## src/rtl/sentinel_key_presenter_if.sv

```systemverilog
// rtl/sentinel_key_presenter_if.sv - signal bundle between the key presenter, its controller and the gate
//
// Purpose: groups the provisioning handshake and the gate pin signals so the
// presenter and its environment connect through one port.
// Signals:
//   start      controller -> presenter, one-cycle run request
//   seg_in     gate -> presenter, 7-seg code (active low)
//   glow_in    gate -> presenter, status array
//   key_out    presenter -> gate, key bus
//   gate_rst_n presenter -> gate, reset (active low)
//   gate_ena   presenter -> gate, enable
//   busy       presenter -> controller, sequence in progress
//   done       presenter -> controller, one-cycle completion pulse
//   result     presenter -> controller, outcome code
//   attempts   presenter -> controller, attempts used by the last sequence
// Modports: master = presenter side, slave = controller/gate side.

interface sentinel_key_presenter_if;
    logic       start;
    logic [7:0] seg_in;
    logic [7:0] glow_in;
    logic [7:0] key_out;
    logic       gate_rst_n;
    logic       gate_ena;
    logic       busy;
    logic       done;
    logic [1:0] result;
    logic [3:0] attempts;

    modport master (
        input  start, seg_in, glow_in,
        output key_out, gate_rst_n, gate_ena, busy, done, result, attempts
    );

    modport slave (
        output start, seg_in, glow_in,
        input  key_out, gate_rst_n, gate_ena, busy, done, result, attempts
    );
endinterface

```

## src/rtl/sentinel_key_presenter.sv

```systemverilog
// rtl/sentinel_key_presenter.sv - sequences a Sentinel Lock gate and presents the authorization key
//
// Purpose: on start, resets the gate, waits for LOCKED, drives KEY and watches
// for VERIFIED; retries on timeout, aborts on hard-lock/tamper codes and
// reports one result with a done pulse.
// Ports:
//   clk  system clock
//   rst  synchronous active-high reset
//   bus  sentinel_key_presenter_if.master (start, seg_in, glow_in in;
//        key_out, gate_rst_n, gate_ena, busy, done, result, attempts out)

module sentinel_key_presenter #(
    parameter logic [7:0]  KEY          = 8'hB6,
    parameter int unsigned SETUP_CYCLES = 2,
    parameter int unsigned HOLD_CYCLES  = 16,
    parameter int unsigned MAX_RETRIES  = 3
) (
    input  logic                     clk,
    input  logic                     rst,
    sentinel_key_presenter_if.master bus
);

    localparam logic [7:0] SEG_LOCKED   = 8'hC7;
    localparam logic [7:0] SEG_VERIFIED = 8'hC1;
    localparam logic [7:0] SEG_HARD     = 8'hC9;
    localparam logic [7:0] SEG_OFF      = 8'hFF;

    localparam logic [1:0] RES_NONE    = 2'b00;
    localparam logic [1:0] RES_GRANTED = 2'b01;
    localparam logic [1:0] RES_HARD    = 2'b10;
    localparam logic [1:0] RES_TIMEOUT = 2'b11;

    // The setup window is measured at the registered seg copy, which trails the
    // gate by one cycle, so SETUP may run for SETUP_CYCLES+1 decisions.
    localparam logic [7:0] SETUP_LIM = 8'(SETUP_CYCLES);
    // The key is held for exactly HOLD_CYCLES cycles, timer values 0..HOLD_CYCLES-1.
    localparam logic [7:0] HOLD_LAST = 8'(HOLD_CYCLES - 1);
    localparam logic [4:0] RETRY_LIM = 5'(MAX_RETRIES);

    typedef enum logic [2:0] {
        IDLE,
        GATE_RST,
        SETUP,
        PRESENT,
        RETRY,
        REPORT
    } state_t;

    state_t     state, state_d;
    logic [7:0] seg_q, glow_q;
    logic [7:0] tmr, tmr_d;
    logic       pair_seen, pair_d;
    logic [3:0] attempts_q, attempts_d;
    logic [1:0] result_q, result_d;
    logic       ena_q, ena_d;

    logic pair_ok;
    logic fault;

    assign pair_ok = (seg_q == SEG_VERIFIED) && (glow_q == 8'hFF);
    // Anything other than LOCKED, VERIFIED or disabled is treated as hard-lock/tamper.
    assign fault   = (seg_q != SEG_LOCKED) && (seg_q != SEG_VERIFIED) && (seg_q != SEG_OFF);

    always_ff @(posedge clk) begin
        if (rst) begin
            state      <= IDLE;
            seg_q      <= SEG_OFF;
            glow_q     <= 8'h00;
            tmr        <= 8'h00;
            pair_seen  <= 1'b0;
            attempts_q <= 4'h0;
            result_q   <= RES_NONE;
            ena_q      <= 1'b0;
        end else begin
            state      <= state_d;
            seg_q      <= bus.seg_in;
            glow_q     <= bus.glow_in;
            tmr        <= tmr_d;
            pair_seen  <= pair_d;
            attempts_q <= attempts_d;
            result_q   <= result_d;
            ena_q      <= ena_d;
        end
    end

    always_comb begin
        state_d    = state;
        tmr_d      = tmr;
        pair_d     = pair_seen;
        attempts_d = attempts_q;
        result_d   = result_q;
        ena_d      = ena_q;

        case (state)
            IDLE: begin
                if (bus.start) begin
                    state_d    = GATE_RST;
                    tmr_d      = 8'h00;
                    attempts_d = 4'h1;
                    result_d   = RES_NONE;
                    ena_d      = 1'b1;
                end
            end

            GATE_RST: begin
                if (tmr == 8'h01) begin
                    state_d = SETUP;
                    tmr_d   = 8'h00;
                end else begin
                    tmr_d = tmr + 8'h01;
                end
            end

            SETUP: begin
                if (tmr != SETUP_LIM) begin
                    tmr_d = tmr + 8'h01;
                end
                if (seg_q == SEG_LOCKED) begin
                    state_d = PRESENT;
                    tmr_d   = 8'h00;
                    pair_d  = 1'b0;
                end else if ((seg_q == SEG_HARD) || (tmr == SETUP_LIM)) begin
                    state_d = RETRY;
                    tmr_d   = 8'h00;
                end
            end

            PRESENT: begin
                if (tmr != HOLD_LAST) begin
                    tmr_d = tmr + 8'h01;
                end
                // Any sample that is not a full VERIFIED pair breaks the run.
                pair_d = pair_ok;
                if (fault) begin
                    state_d  = REPORT;
                    tmr_d    = 8'h00;
                    result_d = RES_HARD;
                end else if (pair_ok && pair_seen) begin
                    state_d  = REPORT;
                    tmr_d    = 8'h00;
                    result_d = RES_GRANTED;
                end else if (tmr == HOLD_LAST) begin
                    state_d = RETRY;
                    tmr_d   = 8'h00;
                end
            end

            RETRY: begin
                tmr_d = 8'h00;
                if ({1'b0, attempts_q} <= RETRY_LIM) begin
                    state_d    = GATE_RST;
                    attempts_d = (attempts_q == 4'hF) ? attempts_q : attempts_q + 4'h1;
                end else begin
                    state_d  = REPORT;
                    result_d = RES_TIMEOUT;
                end
            end

            REPORT: begin
                state_d = IDLE;
            end

            default: begin
                state_d = IDLE;
            end
        endcase
    end

    assign bus.key_out    = (state == PRESENT) ? KEY : 8'h00;
    assign bus.gate_rst_n = (state != GATE_RST);
    assign bus.gate_ena   = ena_q;
    assign bus.busy       = (state != IDLE);
    assign bus.done       = (state == REPORT);
    assign bus.result     = result_q;
    assign bus.attempts   = attempts_q;

endmodule
```

## src/flat_wrapper.sv

```systemverilog
// flat-port wrapper written by rule: the top's interface ports become plain ports
module sentinel_key_presenter_flat 
#(
    parameter logic [7:0]  KEY          = 8'hB6,
    parameter int unsigned SETUP_CYCLES = 2,
    parameter int unsigned HOLD_CYCLES  = 16,
    parameter int unsigned MAX_RETRIES  = 3
)
  (clk, rst, bus_start, bus_seg_in, bus_glow_in, bus_key_out, bus_gate_rst_n, bus_gate_ena, bus_busy, bus_done, bus_result, bus_attempts);
  sentinel_key_presenter_if bus_i ();
  input  logic clk;
  input  logic rst;
  input wire logic [$bits(bus_i.start)-1:0] bus_start;
  input wire logic [$bits(bus_i.seg_in)-1:0] bus_seg_in;
  input wire logic [$bits(bus_i.glow_in)-1:0] bus_glow_in;
  output wire logic [$bits(bus_i.key_out)-1:0] bus_key_out;
  output wire logic [$bits(bus_i.gate_rst_n)-1:0] bus_gate_rst_n;
  output wire logic [$bits(bus_i.gate_ena)-1:0] bus_gate_ena;
  output wire logic [$bits(bus_i.busy)-1:0] bus_busy;
  output wire logic [$bits(bus_i.done)-1:0] bus_done;
  output wire logic [$bits(bus_i.result)-1:0] bus_result;
  output wire logic [$bits(bus_i.attempts)-1:0] bus_attempts;
  assign bus_i.start = bus_start;
  assign bus_i.seg_in = bus_seg_in;
  assign bus_i.glow_in = bus_glow_in;
  assign bus_key_out = bus_i.key_out;
  assign bus_gate_rst_n = bus_i.gate_rst_n;
  assign bus_gate_ena = bus_i.gate_ena;
  assign bus_busy = bus_i.busy;
  assign bus_done = bus_i.done;
  assign bus_result = bus_i.result;
  assign bus_attempts = bus_i.attempts;
  sentinel_key_presenter #(.KEY(KEY), .SETUP_CYCLES(SETUP_CYCLES), .HOLD_CYCLES(HOLD_CYCLES), .MAX_RETRIES(MAX_RETRIES)) u_core (.clk(clk), .rst(rst), .bus(bus_i));
endmodule
```

## config.mk

```make
export PLATFORM = sky130hd
export DESIGN_NAME = sentinel_key_presenter_flat
export DESIGN_NICKNAME = d
export VERILOG_FILES = /design/src/rtl/sentinel_key_presenter_if.sv /design/src/rtl/sentinel_key_presenter.sv /design/src/flat_wrapper.sv
export SDC_FILE = /design/constraint.sdc
export NUM_CORES = 1
export LEC_CHECK = 0
export BUFFER_PORTS_ARGS = -buffer_cell sky130_fd_sc_hd__clkbuf_2
export CORE_UTILIZATION = 40
export CTS_CLUSTER_DIAMETER = 50
export CTS_CLUSTER_SIZE = 20
export DETAILED_ROUTE_END_ITERATION = 16
export PLACE_DENSITY_LB_ADDON = 0.12
export SYNTH_ARGS = -nofsm -noshare
export SYNTH_HDL_FRONTEND = slang
export SYNTH_SLANG_ARGS = --single-unit
```

## constraint.sdc

```tcl
create_clock -name clk -period 2.45 [get_ports clk]
set_input_delay 0.3675 -clock clk [delete_from_list [all_inputs] [get_ports clk]]
set_output_delay 0.3675 -clock clk [all_outputs]
set_load 0.02 [all_outputs]
```

== Word level (Yosys, flattened, before mapping) ==
Index checks and enable logic that the tools add are counted.
W data, S select, Z words.
Storage, ports and cells
  output and inout bits: 18
  input bits: 19
  logic and storage cells: 89
  flip-flop bits (word level): 35
Cells by class
  reductions and logical operators: 17
  equal/unequal tests: 30
  add/sub/neg operators: 2
  multiplexer cells: 31
  order comparisons: 1
Operators with widths (number)
  $mux W8: 10
  $pmux W8 S5: 1
  $eq A8 B8 Y1 const B: 4
  $mux W3: 8
  $ne A8 B8 Y1 const B: 3
  $reduce_and A4 Y1: 4
  $pmux W3 S5: 1
  $mux W4: 3
  $ne A3 B1 Y1 const B: 3
  $add A8 B1 Y8 const B: 1
  $eq A8 B1 Y1 const B: 1
  $eq A8 B2 Y1 const B: 1
  $eq A8 B4 Y1 const B: 1
  $mux W2: 4
  $ne A4 B1 Y1 const B: 2
  $ne A8 B2 Y1 const B: 1
  $ne A8 B4 Y1 const B: 1
  $pmux W4 S2: 1
  $eq A3 B2 Y1 const B: 2
  $eq A3 B3 Y1 const B: 2
  $ne A2 B1 Y1 const B: 3
  $ne A2 B2 Y1 const B: 3
  $pmux W2 S3: 1
  $reduce_bool A3 Y1: 2
  13 further kinds: 18

== Depth between registers and ports, before layout ==
  word-level depth: 6
  depth in mapped cells: 8
  depth with buffers taken out: 7

== Worst setup path before layout ==
OpenSTA, ideal clock, no wires.
  path kind: reg-to-reg
  start point: register u_core.seg_q[1]
  end point: register u_core.state[1]
  required time: 2.333 ns
  library setup time: 0.117 ns
  arrival: 1.807 ns
  path slack: 0.525 ns
  buffers on the path: 1
  clock period less this slack: 1.925 ns
  cell stages (with the launch flop): 8
  path through: dfxtp_1 > or4_4 > nor4_4 > a22o_1 > o21a_2 > buf_6 > nand2_2 > a32o_1
On the way
  cells in the longest elaborated chain, start to end: 6
  elaborated cells on any way between the ends: 18
  classes of those cells: eq/ne (8); mux (4); reduce/logical (6)
RTL lines
  start: declaration: RTL line sentinel_key_presenter.sv:50  | logic [7:0] seg_q, glow_q;
  start signal: assignment: RTL line sentinel_key_presenter.sv:76  | seg_q <= bus.seg_in;
  $eq A8 B8 Y1: RTL line sentinel_key_presenter.sv:60  | assign pair_ok = (seg_q == SEG_VERIFIED) && (glow_q == 8'hFF);
  $logic_and A1 B1 Y1: RTL line sentinel_key_presenter.sv:60
  $logic_and A1 B1 Y1: RTL line sentinel_key_presenter.sv:138  | end else if (pair_ok && pair_seen) begin
  $mux W3: RTL line sentinel_key_presenter.sv:138
  $mux W3: RTL line sentinel_key_presenter.sv:134  | if (fault) begin
  $pmux W3 S5: RTL line sentinel_key_presenter.sv:94  | case (state)
  end signal: assignment: RTL line sentinel_key_presenter.sv:75  | state <= state_d;
  end: declaration: RTL line sentinel_key_presenter.sv:49  | state_t state, state_d;
Parallel ways exist; a longest one is shown, timed or not.
A chain may end at the register's enable or synchronous reset.

== Worst setup path after layout ==
  start point: register u_core.state[1]
  end point: register u_core.tmr[6]
On the way
  cells in the longest elaborated chain, start to end: 3
  elaborated cells on any way between the ends: 11
  classes of those cells: eq/ne (7); mux (1); reduce/logical (3)
RTL lines
  $eq A3 B2 Y1, or another cell as far along: RTL line sentinel_key_presenter.sv:94
  $ne A5 B1 Y1 (no line), or another cell as far along
  $reduce_and A4 Y1 (no line)
  end signal: assignment: RTL line sentinel_key_presenter.sv:78  | tmr <= tmr_d;
  end: declaration: RTL line sentinel_key_presenter.sv:51  | logic [7:0] tmr, tmr_d;
Parallel ways exist; a longest one is shown, timed or not.

==> impl_metrics.env <==
export IMPL_status="finished clean"
export IMPL_antenna_found_initial=0
export IMPL_drt_first_pass_iters=4
export IMPL_crit_type="reg -> reg"
export IMPL_max_freq_mhz=481.8
export IMPL_yosys_area_top_type_share=0.4324
export IMPL_io_pins=37
export IMPL_cts_tree="yes"
export IMPL_synth_cells=180
export IMPL_fin_crit_ns=2.076
export IMPL_hold_ws_ns=0.2545
export IMPL_grtUsageTotal=0.1763
export IMPL_grt_pass1_vias=1272
export IMPL_grt_pass1_wl_um=5575
export IMPL_wire_per_inst_um=12.68
export IMPL_drive_gt1_frac=0.2844
export IMPL_core_area_um2=3771
export IMPL_clkTransAtPathRegs_ns=0.07
export IMPL_area_growth_pct=16.99
export IMPL_synth_edf_count=0
export IMPL_ys_flop_type="dfxtp_1"
export IMPL_drc=0
export IMPL_dieWidth_um=65.65
export IMPL_num_fill_cells=368
export IMPL_clock_skew_ns=0.004294
export IMPL_crit_path_end_kind="flip-flop"
export IMPL_rows=22
export IMPL_worst_skew_pair_late_latency_ns=0.29
export IMPL_synth_top_area_cell="dfxtp_1"
export IMPL_overflow=0
export IMPL_tightest_slew_ns=0.6305
export IMPL_fin_nets=233
export IMPL_required_ns=2.67
export IMPL_synth_area_um2=1620
export IMPL_cts_sink_count=35
export IMPL_cts_resized=0
export IMPL_yosys_warnings=0
export IMPL_die_y_um=65.65
export IMPL_cts_hold_buffers_added=0
export IMPL_r2r_setup_slack_ns=0.37
export IMPL_holdPathStages=2
export IMPL_hold_violations=0
export IMPL_yosysUniqueCellTypes=51
export IMPL_drt_initial_drc_count=42
export IMPL_io_buffers=33
export IMPL_drv_cap=0
export IMPL_cp_start_kind="flip-flop"
export IMPL_synth_area_leaders="dfxtp_1 43%, nor2_1 4.9%, nor2b_1 3.5%, or2_2 3.5%, buf_4 3.2%"
export IMPL_vias=1348
export IMPL_initial_core_util=0.4297
export IMPL_diodes=0
export IMPL_root_buffer="clkbuf_8"
export IMPL_rsz0062_at_grt="false"
export IMPL_place_gp_congestion=0.8059
export IMPL_reg2reg_depth=7
export IMPL_dieArea_um2=4309
export IMPL_async_flop_share=0
export IMPL_antenna_left=0
export IMPL_vdd_ir_drop_max_uv=412.3
export IMPL_crit_path_max_fanout=11
export IMPL_clockBufferDepth=2
export IMPL_finalSetupTns_ns=0
export IMPL_slew_headroom=0.5758
export IMPL_min_path_type="in -> reg"
export IMPL_htreeDepth=2
export IMPL_finalSetupViolCount=0
export IMPL_numCtsBuffers=5
export IMPL_grt_max_degree=31
export IMPL_syn_avg_cell_area_um2=9.002
export IMPL_detailed_place_hpwl_um=2402
export IMPL_p_per_area_nw_per_um2=806.5
export IMPL_ys_ff_latch=35
export IMPL_cp_data_arrival_time_ns=2.29
export IMPL_power_leakage_nw=0.8232
export IMPL_routed_via_density=5.205
export IMPL_ys_seq_area_frac=0.4324
export IMPL_slew_viol_final=0
export IMPL_period_share=0.8472
export IMPL_wl_um=3285
export IMPL_cts_setup_buffers=0
-- metal layers --
layer / wire (um) / vias to the layer above / track usage
li1: - / 690 / -
met1: 1650 / 605 / 0.2234
met2: 1363 / 46 / 0.2615
met3: 201 / 7 / 0.05903
met4: 69 / 0 / 0.09239
met5: 0 / - / 0
-- final cells by class --
cell class                      instances  area (um^2)  area share
Inverter                                6        22.52     0.01188
Sequential cell                        35        700.7      0.3696
Multi-Input combinational cell        128        822.0      0.4337
Clock inverter                          2        35.03     0.01848
Timing Repair Buffer                   34        172.7     0.09109
Clock buffer                            6        82.58     0.04356
Tap cell                               48        60.06     0.03168
-- synth_stat cells, types with 2 or more instances --
cell,count
a22oi_1,2
buf_4,7
ha_1,4
nor4_1,3
nor3_1,4
dfxtp_1,35
or2_2,9
clkbuf_1,5
nor2b_1,9
xnor2_1,2
nand2_1,11
nand4_1,3
inv_1,6
nor3b_1,3
a31oi_1,4
or3_1,2
nand3_1,4
o21ai_0,5
a211oi_1,3
and3_1,4
o311a_1,2
nor2_1,21
a21oi_1,4
-- worst paths after layout --
kind | start | endpoint
worst max register to register | u_core.state[1] | u_core.tmr[6]
worst min register to register | u_core.bus.gate_ena | u_core.bus.gate_ena
worst max-delay path | u_core.state[1] | u_core.tmr[6]
worst min-delay path | bus_seg_in[7] | u_core.seg_q[7]
-- worst max-delay path, cell delays in order (launching register included) --
cell and delay [ns]:
dfxtp_1 0.45, nor2b_1 0.22, nand2_1 0.12, inv_1 0.22
o21ai_1 0.16, o21a_2 0.32, or3_1 0.36, a31oi_1 0.15
-- through the flow --
stage            util  total power [mW]  area (um^2)  setup WS, ns  instances
2_1_floorplan       -            0.9266         1628        0.5255        182
3_3_place_gp   0.4715            0.9938         1778        0.4246        251
3_5_place_dp   0.4715             1.000         1778        0.3823        251
4_1_cts        0.5027             1.544         1896        0.3847        259
5_1_grt        0.5027             1.611         1896        0.1399        259
6_report       0.5027             1.529         1896        0.3744        259
-- placed cells by master, fill, tap and decap left out, types with 4 or more instances in the layout --
cell type   n
a21oi_1     4
a31oi_1     4
and3_1      4
clkbuf_2   33
clkbuf_8    6
dfxtp_1    35
ha_1        4
inv_1       6
nand2_1    11
nand3_1     4
nor2_1     21
nor2b_1     9
nor3_1      4
o21ai_0     5
or2_2       9
-- state kept, by name (all words and copies together) (netlist names) --
register and flops:
u_core.seg_q 8, u_core.tmr 8, u_core.glow_q 8, u_core.state 3, u_core.bus.gate_ena 1, u_core.bus.attempts 4
u_core.bus.result 2, u_core.pair_seen 1
-- power by group --
part | switching (mW) | internal [mW]
Sequential | 0.0446 | 0.613
Clock | 0.210 | 0.329
Combinational | 0.197 | 0.136
-- cell families (layout without fill, tap and decap cells) --
kind of cell               after synthesis  count (layout)  share of synthesized area
muxes                                    2               2                    0.01313
buffers and inverters                   19              48                    0.06486
adders and majority gates                4               4                    0.03089
AOI/OAI and AO/OA                       34              34                     0.1529
DFF                                     35              35                     0.4324
xor gates and xnor gates                 3               3                    0.01622
and+or+nand+nor                         82              82                     0.2873
other                                    1               3                   0.002314
No activity file was read; power rests on OpenSTA's default activity.
